--- src/rtl/mips_mem_pkg.sv ---
// rtl/mips_mem_pkg.sv - shared access-size encoding and MEM-stage sequencer states
package mips_mem_pkg;

  localparam logic [1:0] SZ_BYTE = 2'b00;
  localparam logic [1:0] SZ_HALF = 2'b01;
  localparam logic [1:0] SZ_WORD = 2'b10;
  localparam logic [1:0] SZ_ILL  = 2'b11;

  typedef enum logic [1:0] {
    ST_IDLE  = 2'd0,
    ST_READ  = 2'd1,
    ST_WRITE = 2'd2,
    ST_RESP  = 2'd3
  } memState_t;

  // A request that must be answered with an error without touching memory.
  function automatic logic isBadReq(input logic [1:0] size, input logic [1:0] off);
    return (size == SZ_ILL) ||
           (size == SZ_HALF && off[0]) ||
           (size == SZ_WORD && off != 2'b00);
  endfunction

endpackage

--- src/rtl/subword_lane.sv ---
// rtl/subword_lane.sv - byte/halfword lane extraction and merge for one memory word
module subword_lane
  import mips_mem_pkg::*;
(
  input  logic [31:0] word,
  input  logic [31:0] wdata,
  input  logic [1:0]  size,
  input  logic [1:0]  offset,
  output logic [31:0] extracted,
  output logic [31:0] merged
);

  logic [4:0] bytePos;
  logic [4:0] halfPos;

  assign bytePos = {offset, 3'b000};
  assign halfPos = {offset[1], 4'b0000};

  always_comb begin
    extracted = word;
    merged    = wdata;
    case (size)
      SZ_BYTE: begin
        extracted = {24'h0, word[bytePos +: 8]};
        merged    = word;
        merged[bytePos +: 8] = wdata[7:0];
      end
      SZ_HALF: begin
        extracted = {16'h0, word[halfPos +: 16]};
        merged    = word;
        merged[halfPos +: 16] = wdata[15:0];
      end
      default: ;
    endcase
  end

endmodule

--- src/rtl/mem_access_ctrl.sv ---
// rtl/mem_access_ctrl.sv - multi-cycle load/store sequencer with read-modify-write and timeout
module mem_access_ctrl
  import mips_mem_pkg::*;
#(
  parameter int TIMEOUT = 255,
  parameter int ADDR_W  = 32
) (
  input  logic              clk,
  input  logic              reset,
  input  logic              req_valid,
  input  logic              req_store,
  input  logic [1:0]        req_size,
  input  logic [ADDR_W-1:0] req_addr,
  input  logic [31:0]       req_wdata,
  output logic              req_ready,
  output logic              stall,
  output logic              resp_valid,
  output logic [31:0]       resp_rdata,
  output logic              resp_err,
  output logic              mem_en,
  output logic              mem_we,
  output logic [ADDR_W-1:0] mem_addr,
  output logic [31:0]       mem_wdata,
  input  logic [31:0]       mem_rdata,
  input  logic              mem_ready
);

  localparam int CNT_W = (TIMEOUT > 1) ? $clog2(TIMEOUT) : 1;
  localparam logic [CNT_W-1:0] CNT_LAST = CNT_W'((TIMEOUT > 0) ? TIMEOUT - 1 : 0);

  memState_t        state;
  memState_t        stateNext;
  logic             storeQ;
  logic [1:0]       sizeQ;
  logic [1:0]       offQ;
  logic [31:0]      wdataQ;
  logic             errQ;
  logic [CNT_W-1:0] waitCnt;
  logic             memPhase;
  logic             timeoutHit;
  logic [31:0]      laneExtracted;
  logic [31:0]      laneMerged;

  subword_lane uLane (
    .word      (mem_rdata),
    .wdata     (wdataQ),
    .size      (sizeQ),
    .offset    (offQ),
    .extracted (laneExtracted),
    .merged    (laneMerged)
  );

  assign memPhase = (state == ST_READ) || (state == ST_WRITE);
  // Fires on the TIMEOUT-th consecutive wait cycle; a same-cycle mem_ready wins.
  assign timeoutHit = (TIMEOUT != 0) && memPhase && !mem_ready && (waitCnt == CNT_LAST);
  assign stall = req_valid & ~resp_valid;

  always_ff @(posedge clk) begin
    if (reset) state <= ST_IDLE;
    else       state <= stateNext;
  end

  always_comb begin
    stateNext = state;
    case (state)
      ST_IDLE: begin
        if (req_valid) begin
          if (isBadReq(req_size, req_addr[1:0]))        stateNext = ST_RESP;
          else if (req_store && req_size == SZ_WORD)   stateNext = ST_WRITE;
          else                                         stateNext = ST_READ;
        end
      end
      ST_READ: begin
        if (mem_ready)       stateNext = storeQ ? ST_WRITE : ST_RESP;
        else if (timeoutHit) stateNext = ST_RESP;
      end
      ST_WRITE: begin
        if (mem_ready || timeoutHit) stateNext = ST_RESP;
      end
      ST_RESP: stateNext = ST_IDLE;
      default: stateNext = ST_IDLE;
    endcase
  end

  always_comb begin
    req_ready  = 1'b0;
    mem_en     = 1'b0;
    mem_we     = 1'b0;
    resp_valid = 1'b0;
    resp_err   = 1'b0;
    case (state)
      ST_IDLE:  req_ready = 1'b1;
      ST_READ:  mem_en = 1'b1;
      ST_WRITE: begin
        mem_en = 1'b1;
        mem_we = 1'b1;
      end
      ST_RESP: begin
        resp_valid = 1'b1;
        resp_err   = errQ;
      end
      default: ;
    endcase
  end

  always_ff @(posedge clk) begin
    if (reset) begin
      storeQ     <= 1'b0;
      sizeQ      <= SZ_BYTE;
      offQ       <= 2'b00;
      wdataQ     <= 32'h0;
      errQ       <= 1'b0;
      resp_rdata <= 32'h0;
      mem_addr   <= '0;
      mem_wdata  <= 32'h0;
      waitCnt    <= '0;
    end else begin
      case (state)
        ST_IDLE: begin
          if (req_valid) begin
            storeQ     <= req_store;
            sizeQ      <= req_size;
            offQ       <= req_addr[1:0];
            wdataQ     <= req_wdata;
            errQ       <= isBadReq(req_size, req_addr[1:0]);
            resp_rdata <= 32'h0;
            mem_addr   <= {req_addr[ADDR_W-1:2], 2'b00};
            mem_wdata  <= req_wdata;
          end
        end
        ST_READ: begin
          if (mem_ready) begin
            if (storeQ) mem_wdata  <= laneMerged;
            else        resp_rdata <= laneExtracted;
          end else if (timeoutHit) begin
            errQ <= 1'b1;
          end
        end
        ST_WRITE: begin
          if (timeoutHit) errQ <= 1'b1;
        end
        default: ;
      endcase

      // Any state change (including READ -> WRITE) starts a fresh wait count.
      if (stateNext != state)       waitCnt <= '0;
      else if (memPhase && !mem_ready) waitCnt <= waitCnt + CNT_W'(1);
    end
  end

endmodule

--- config.mk ---
export PLATFORM = sky130hd
export DESIGN_NAME = mem_access_ctrl
export DESIGN_NICKNAME = d
export VERILOG_FILES = /design/src/rtl/mips_mem_pkg.sv /design/src/rtl/subword_lane.sv /design/src/rtl/mem_access_ctrl.sv
export SDC_FILE = /design/constraint.sdc
export NUM_CORES = 1
export LEC_CHECK = 0
export CAP_MARGIN = 20
export CORE_ASPECT_RATIO = 0.9
export CORE_MARGIN = 3
export CORE_UTILIZATION = 40
export DETAILED_ROUTE_END_ITERATION = 10
export GPL_ROUTABILITY_DRIVEN = 0
export MAX_ROUTING_LAYER = met4
export PLACE_DENSITY_LB_ADDON = 0.05
export SKIP_CTS_REPAIR_TIMING = 1
export SLEW_MARGIN = 10
export SYNTH_ARGS = -nofsm -noshare
export SYNTH_HDL_FRONTEND = slang
export SYNTH_HIERARCHICAL = 1
export SYNTH_SLANG_ARGS = --single-unit
--- constraint.sdc ---
create_clock -name clk -period 3 [get_ports clk]
set_input_delay 0.6 -clock clk [delete_from_list [all_inputs] [get_ports clk]]
set_output_delay 0.6 -clock clk [all_outputs]
set_load 0.01 [all_outputs]
Word-level counts from Yosys, hierarchy flattened
Cells that the tools add are included.

Bits in writable memories: 0. ROM bits: 0. Input bits: 103. Bits in registers: 142. Bits in latches: 0. Output and inout port bits: 102. Memories: 0. Logic and storage cells: 85.

Magnitude comparators: 0. Muxes and demuxes: 29. Shift-type cells: 6. Multipliers: 0. Reduce and logical (&&, ||, !) cells: 21. Bitwise gates (word level): 2. Equal/unequal tests: 14. Divide/modulo/power cells: 0. Add/sub/neg operators: 3.

Operators with widths (number): one-hot mux 32 bit (2 select lines) (4); two-way mux 32 bit (6); bitwise mux 32 bit (2); variable shift 16 x 7 -> 32 bit (first input constant) (1); variable shift 8 x 7 -> 32 bit (first input constant) (1); indexed part select 16 x 7 -> 32 bit (1); indexed part select 32 x 6 -> 16 bit (1); indexed part select 32 x 6 -> 8 bit (1); indexed part select 8 x 7 -> 32 bit (1); negator 5 -> 7 bit (2); two-way mux 2 bit (6); != test 2 bit (second input constant) (5); two-way mux 1 bit (9); adder 8 x 1 -> 8 bit (second input constant) (1); == test 2 bit (second input constant) (4); == test 8 bit (second input constant) (1); one-hot mux 2 bit (4 select lines) (1); AND reduction 4 bit (2); == test 2 x 1 -> 1 bit (second input constant) (3); logical AND 1 bit (5); logical NOT 2 bit (2); logical OR 1 bit (4); nonzero test 2 bit (2); OR reduction 2 bit (2); 8 further kinds (8).

Longest topological paths before layout
Gate-level depths: netlist of run 1.

Depth in word-level cells: 9. Gate-level depth with buffers: 10.

Hierarchy
Netlist of run 1, hierarchy kept.

Modules (own cells, without submodules): mem_access_ctrl (area each 5650.4 sq um, seq. area each 2842.7 sq um, times used 1, cells each 675); subword_lane (area each 1833.0 sq um, seq. area each 0.0 sq um, times used 1, cells each 241).

Worst setup path after synthesis of run 1
No wires, ideal clock.

Kind: reg-to-reg. Start point: register offQ[1]. End point: register mem_wdata[10]. Data arrival time: 2.233 ns. Required time: 2.914 ns. Slack: 0.681 ns. Stages on the path, launching flop included: 10. Library setup time: 0.086 ns. Clock period less this slack: 2.319 ns. Cell sequence: dfxtp_1 > buf_6 > clkinv_1 > buf_2 > ha_1 > nor3b_2 > nand4_1 > o221ai_1 > mux2i_1 > a211oi_1.

Word-level cells in the longest chain between the ends: 7. Elaborated cells between the ends (all ways): 12. Classes of those cells: add/sub: 2; shift: 4; mux: 6.

RTL lines: from (decl) (RTL line mem_access_ctrl.sv:35) `logic [1:0] offQ;`; from (signal assigned) (RTL line mem_access_ctrl.sv:123) `offQ <= req_addr[1:0];`; negator 5 -> 7 bit, on equally long branches (RTL line subword_lane.sv:31, subword_lane.sv:26); indexed part select 16 x 7 -> 32 bit (tied with other cells) (RTL line subword_lane.sv:31) `merged[halfPos +: 16] = wdata[15:0];`; bitwise mux 32 bit, on equally long branches (RTL line subword_lane.sv:31, subword_lane.sv:26); one-hot mux 32 bit (2 select lines) (*) (RTL line subword_lane.sv:22) `case (size)`; named net laneMerged[10] (RTL line mem_access_ctrl.sv:42) `logic [31:0] laneMerged;`; two-way mux 32 bit (*) (RTL line mem_access_ctrl.sv:133) `if (storeQ) mem_wdata <= laneMerged;`; two-way mux 32 bit (*) (RTL line mem_access_ctrl.sv:132) `if (mem_ready) begin`; one-hot mux 32 bit (2 select lines) (*) (RTL line mem_access_ctrl.sv:118) `case (state)`; to (signal assigned) (RTL line mem_access_ctrl.sv:128) `mem_wdata <= req_wdata;`; to (signal assigned) (RTL line mem_access_ctrl.sv:133); to (decl) (RTL line mem_access_ctrl.sv:23) `output logic [31:0] mem_wdata,`.

The timed path passes the listed nets; every way through them passes the cells marked *. The select of a mux whose other input is x is not followed. A chain may end at the register's enable or synchronous reset.

Worst setup path in the final report of run 1
Start point: register state[0]. End point: output mem_en.

Word-level cells in the longest chain between the ends: 3. Elaborated cells between the ends (all ways): 4. Classes of those cells: eq/ne: 2; mux: 1; reduce/logical: 1.

RTL lines: from (decl) (RTL line mem_access_ctrl.sv:31) `memState_t state;`; from (signal assigned) (RTL line mem_access_ctrl.sv:60) `else state <= stateNext;`; == test 2 x 1 -> 1 bit / == test 2 bit (equally long branches) (RTL line mem_access_ctrl.sv:91) `case (state)`; OR reduction 2 bit (no line) (*); two-way mux 1 bit (*) (RTL line mem_access_ctrl.sv:91); to (decl) (RTL line mem_access_ctrl.sv:20) `output logic mem_en,`.

Mark *: on every way between the ends. The rest lies on a longest branch, timed or not.

==> run summary, run 1 <==
WHS Endpoint: resp_rdata[10]$_SDFFE_PP0P_
Number of synthesized flops with an enable pin: 0
Post-layout instance area: 10200 um2
Grt peak-use layer: met2
Max-slew violations: 0
Vias in the first global route: 6889
Ys async rst share: 0
Hold_sp: resp_rdata[10]$_SDFFE_PP0P_
Area used by multi-input combinational logic: 4210 um2
Fin crit share: 0.885
CP Launch Type: flip-flop
Outcome: complete, no violations
Distinct cells, synth: 62
Synth Register Bits: 142
LEAKAGE: 3.53 nW
Cell area power density: 702 nW/um2
Initial Util: 0.417
Remaining antenna violation count: 0
Final Hold Fails: 0
Clk slew on worst S/H paths: 0.06 ns
Sequential area share after synthesis: 0.380
DRT Pass-1 Iters: 5
Core Region: 18000 um2
CTS sink cnt: 142
DRC violations left: 0
Maxcap violations: 0
CTS root buffer: clkbuf_16
Final setup TNS: 0 ns
Main synth FF type: dfxtp_1
Post-synthesis simple-gate area fraction: 0.211
Finished Layout Cells: 1331
DRT iter0 DRCs: 674
CP startpoint: state[0]$_SDFF_PP0_
Routing usage on met2: 0.357
H-tree depth: 4
DRT Wirelength: 24.8 mm
Mapped cell area: 7480 um2
Mux cell area share after synthesis: 0.0894
Min-delay worst type: reg -> reg
Overall die height: 136 um
Slew HR: 0.484
Layout cells sized above 1: 0.0781
Placed Instances: 1297
Initial antenna violation count: 2
XOR/XNOR share of the synthesized area: 0.00936
Reg2reg start: offQ[1]$_SDFFE_PP0P_
Via count: 7276
Global-route wire length before repair: 38.7 mm
Worst r2r path cells: 7
Wire per inst: 18.7 um
Post-layout min period: 2.66 ns
Met3 Use GR: 0.0652
Least-Margin Pin Slew: 0.773 ns
Placed cell area: 9600 um2
Number of fill cells: 1724
Row count: 46
Area growth from synthesis to layout: 36.3%
Worst EP arrival: 2.06 ns
I/O Buffers: 202
R2R Setup Slk: 0.40 ns
Peak supply drop: 446 uV
Syn avg cell area: 8.17 um2
RSZ-0062 raised after global routing: false
CTS tree: built
Hold depth: 2
Final setup viols: 0
Adder-Cell Fraction of Synth Area: 0.0184
WP data required: 2.40 ns
Register area: 2850 um2
Max Fclk: 0.377 GHz
Vias per inst: 5.47
I/O pins: 205
Commonest non-fill, non-tap cell in the layout: clkdlybuf4s50_1
Max clock buf depth: 2
CTS Buf Count: 17
Worst Path Max Fanout: 6
Post-Synthesis Cells: 916
Main combinational cell family by area after synthesis: compound AO/OA/AOI/OAI gates
Chip width: 150 um
GRT Resource Usage Total: 0.248
Compound-Gate Fraction of Synth Area: 0.231
DPL Wire Length: 16.9 mm
Largest net degree at the start of global routing: 135
Worst setup EP type: output pin
Total gr overflow: 0
Worst R2R End: mem_wdata[13]$_SDFFE_PP0P_
Die Footprint: 20400 um2
Crit Path Category: reg -> out
Synthesis Warnings: 6
Clock skew: 0.00931 ns
Layout Nets: 1190
Clk_lat worst skew: 0.42 ns
Commonest cells after routing, fill and taps aside: clkdlybuf4s50_1, nand2_1, dfxtp_1
Utilization after layout: 0.568
Met1 Usage GRT: 0.344
-- where the power goes --
group,total (mW),internal (mW),switching (mW)
sequential,2.39,2.18,0.210
clock,2.16,1.30,0.864
combinational,2.61,1.16,1.44
-- per-layer routing --
| metal | vias to the layer above | wire, um |
|---|---|---|
| li1 | 3584 | - |
| met5 | - | 0 |
| met4 | 0 | 515 |
| met2 | 311 | 10700 |
| met3 | 37 | 1970 |
| met1 | 3344 | 11600 |
-- final cells by class --
type / instances / area share
Sequential cell: 142 / 0.279
Timing Repair Buffer: 220 / 0.214
Clock inverter: 11 / 0.0128
Inverter: 17 / 0.00625
Clock buffer: 21 / 0.0461
Multi-Input combinational cell: 678 / 0.413
Tap cell: 240 / 0.0294
Antenna cell: 2 / 0.000490
-- registers in the layout (all words and copies together) (netlist names), 2 cells and up --
name,flops
sizeQ,2
waitCnt,8
mem_addr,30
wdataQ,32
resp_rdata,32
mem_wdata,32
offQ,2
state,2
-- synth_stat cells, drive strengths merged, types with 4 or more instances --
master   instances  area share
a22o            23       0.027
nor2b           17       0.014
a2bb2oi          4      0.0047
nand3           35       0.023
a211oi          34       0.035
nand2          186       0.093
o21ai           14      0.0094
dfxtp          142        0.38
a21oi          119       0.080
o221a            8       0.012
nor2            48       0.025
mux2             4      0.0060
xor2             6      0.0070
inv             16      0.0080
mux2i           44       0.059
a22oi           16       0.016
nor3            11      0.0087
clkbuf          41       0.021
nor3b           14       0.015
and2            19       0.016
mux4             8       0.025
buf             39       0.031
o221ai          20       0.023
a31oi            5      0.0042
nand4            4      0.0033
ha              11       0.018
-- metrics by stage --
stage	power [mW]	hold WS, ns	worst slack [ns]
6_report	7.16	0.448	0.345
2_1_floorplan	3.99	0.433	0.681
4_1_cts	7.21	0.453	0.346
3_3_place_gp	5.02	0.439	0.528
3_5_place_dp	5.02	0.445	0.488
5_1_grt	7.56	0.462	0.148
-- worst max path at each step --
| stage | endpoint | slack, ns | cells past startpoint |
|---|---|---|---|
| final | mem_en | 0.34 | 3 |
| after global routing | mem_wdata[10]$_SDFFE_PP0P_ | 0.15 | 7 |
| after CTS | mem_en | 0.35 | 3 |
| after detailed placement | mem_wdata[12]$_SDFFE_PP0P_ | 0.49 | 7 |
| after global placement | mem_wdata[12]$_SDFFE_PP0P_ | 0.53 | 7 |
| after floorplan | mem_wdata[10]$_SDFFE_PP0P_ | 0.68 | 9 |
-- critical path, stage by stage, from the launching register on --
cell,delay [ns]
dfxtp_1,0.49
inv_1,0.17
ha_1,0.41
clkdlybuf4s50_1,0.57
-- logic make-up (layout without fill, tap and decap cells) --
logic type	count (synthesis)	in the layout
buffers and inverters	97	269
XOR/XNOR	8	8
flip-flops	142	142
adder cells (fa/ha/maj)	11	11
AO/OA/AOI/OAI	256	256
multiplexers	56	56
other	1	4
AND/OR/NAND/NOR	345	345
Power figures use the tool's default switching activity.
==> inputs of run 2 (changes only) <==
- clock period: 3 -> 2.9 ns (I/O delays scaled with it)
==> run 2 against run 1 <==
- register-to-register slack better by 0.03 ns
- non-clock buffer count down 2
- sequential cell count unchanged
- count of clock-buffer cells in the layout unchanged
- critical path depth unchanged
- sequential power up 3%
- final cell count down 0.38%
- first-iteration DRC count down 8.9%
- worst hold slack better by 0.0025 ns
- combinational power up 3%
- critical endpoint unchanged
- largest cell class unchanged
==> run summary, run 2 (synthesized netlist as in run 1, its figures left out) <==
Min-delay worst type: reg -> reg
Commonest cells after routing, fill and taps aside: clkdlybuf4s50_1, nand2_1, dfxtp_1
WP data required: 2.32 ns
DRC violations left: 0
Crit Path Category: reg -> out
Sequential group share of total power: 0.329
Internal power: 4.95 mW
LEAKAGE: 3.55 nW
Worst path top cell family by delay: buffers and inverters
Largest regs: mem_wdata x32, resp_rdata x32, wdataQ x32
Vias per inst: 5.49
Clk slew on worst S/H paths: 0.06 ns
CTS Buf Count: 17
Clk_lat worst skew: 0.42 ns
Die Footprint: 20400 um2
Worst r2r path cells: 5
GRT Resource Usage Total: 0.247
Core Region: 18000 um2
Overall die height: 136 um
Layout cells sized above 1: 0.0746
Worst R2R End: mem_wdata[30]$_SDFFE_PP0P_
Slew HR: 0.470
Gate power share: 0.358
CTS tree: built
Maxcap violations: 0
Largest net degree at the start of global routing: 135
Row count: 46
Fin crit share: 0.897
NetSw: 2.55 mW
Worst-path cell chain: inv_1 -> ha_1 -> clkdlybuf4s50_1
Hold_sp: resp_rdata[5]$_SDFFE_PP0P_
Worst Path Max Fanout: 6
Final setup viols: 0
Via count: 7274
R2R Setup Slk: 0.43 ns
Remaining antenna violation count: 0
Clock skew: 0.0102 ns
Wire length on met3: 1.92 mm
Number of fill cells: 1715
DPL Wire Length: 16.8 mm
I/O Buffers: 202
Met2 Wirelength: 10.6 mm
Area used by multi-input combinational logic: 4210 um2
DRT Pass-1 Iters: 5
Final worst slack: 0.298 ns
Least-Margin Pin Slew: 0.795 ns
Worst setup EP type: output pin
Cell area power density: 733 nW/um2
Global-route wire length before repair: 38.4 mm
DRT iter0 DRCs: 614
Peak supply drop: 502 uV
Hold depth: 2
Register area: 2850 um2
Chip width: 150 um
Clock power frac: 0.313
Met1 WL: 11.5 mm
Post-layout min period: 2.60 ns
Reg2reg start: sizeQ[1]$_SDFFE_PP0P_
Crit-path slowest cell: clkdlybuf4s50_1
Vias in the first global route: 6872
Worst EP arrival: 2.02 ns
Place WS: 0.443 ns
Commonest non-fill, non-tap cell in the layout: clkdlybuf4s50_1
Number of diodes: 0
Final Hold Fails: 0
DR top layer: met4
I/O pins: 205
Final setup TNS: 0 ns
CP peak stage delay: 0.58 ns
Max Fclk: 0.384 GHz
Wire per inst: 18.5 um
DRT Wirelength: 24.5 mm
WHS Endpoint: resp_rdata[5]$_SDFFE_PP0P_
Total gr overflow: 0
Initial Util: 0.417
Max-slew violations: 0
CTS sink cnt: 142
RSZ-0062 raised after global routing: false
CP Launch Type: flip-flop
H-tree depth: 4
Initial antenna violation count: 0
Max clock buf depth: 2
Total power draw: 7.50 mW
Net Sw Frac: 0.340
CTS root buffer: clkbuf_16
Layout Nets: 1188
Area growth from synthesis to layout: 36.7%
Outcome: complete, no violations
Worst path buffer plus inverter count: 2
[run 2: per-stage QoR]
stage,area [um2],hold slack [ns],util,std cells
2_1_floorplan,7490,0.433,-,917
3_3_place_gp,9610,0.440,0.535,1295
3_5_place_dp,9610,0.445,0.535,1295
4_1_cts,10200,0.454,0.570,1326
5_1_grt,10200,0.466,0.570,1326
6_report,10200,0.451,0.570,1326
[run 2: power groups by stage]
stage	combinational, mW	clock (mW)	sequential, mW
after floorplan	1.56	0	2.56
after global placement	2.70	0	2.50
after detailed placement	2.69	0	2.51
after CTS	2.71	2.39	2.47
after global routing	2.94	2.48	2.51
final	2.69	2.34	2.47
[run 2: cell type report]
cell class                 instances  share of cell area
clock buffer                      21              0.0450
clock inverter                    10              0.0158
inverter                          17             0.00624
multi-input combinational        678               0.411
sequential                       142               0.278
tap                              240              0.0294
timing repair buffer             218               0.214
[run 2: worst max path at each step]
| stage | slack (ns) | depth (start not counted) | to | startpoint |
|---|---|---|---|---|
| 2_1_floorplan | 0.58 | 9 | mem_wdata[10]$_SDFFE_PP0P_ | offQ[1]$_SDFFE_PP0P_ |
| 3_3_place_gp | 0.48 | 3 | stall | req_valid |
| 3_5_place_dp | 0.44 | 3 | stall | req_valid |
| 4_1_cts | 0.28 | 3 | mem_en | state[0]$_SDFF_PP0_ |
| 5_1_grt | 0.20 | 3 | mem_en | state[0]$_SDFF_PP0_ |
| 6_report | 0.30 | 3 | mem_en | state[0]$_SDFF_PP0_ |
[run 2: routing by layer]
layer  up-vias  global-route usage
met2       309               0.354
li1       3577                   -
met3        35              0.0636
met1      3353               0.342
met4         0              0.0783
met5         -                   -
[run 2: worst reg2reg max path, delay by kind of cell (launching register included)]
family,cells,cell delay [ns]
AOI/OAI and AO/OA,2,0.69
buffers and inverters,1,0.49
and+or+nand+nor,1,0.62
muxes,1,0.14
DFF,1,0.45
==> inputs of run 3 (changes only) <==
- CAP_MARGIN: 20 -> 40
==> results of run 3 <==
The final DEF is identical to that of run 2; final timing and power are the same.
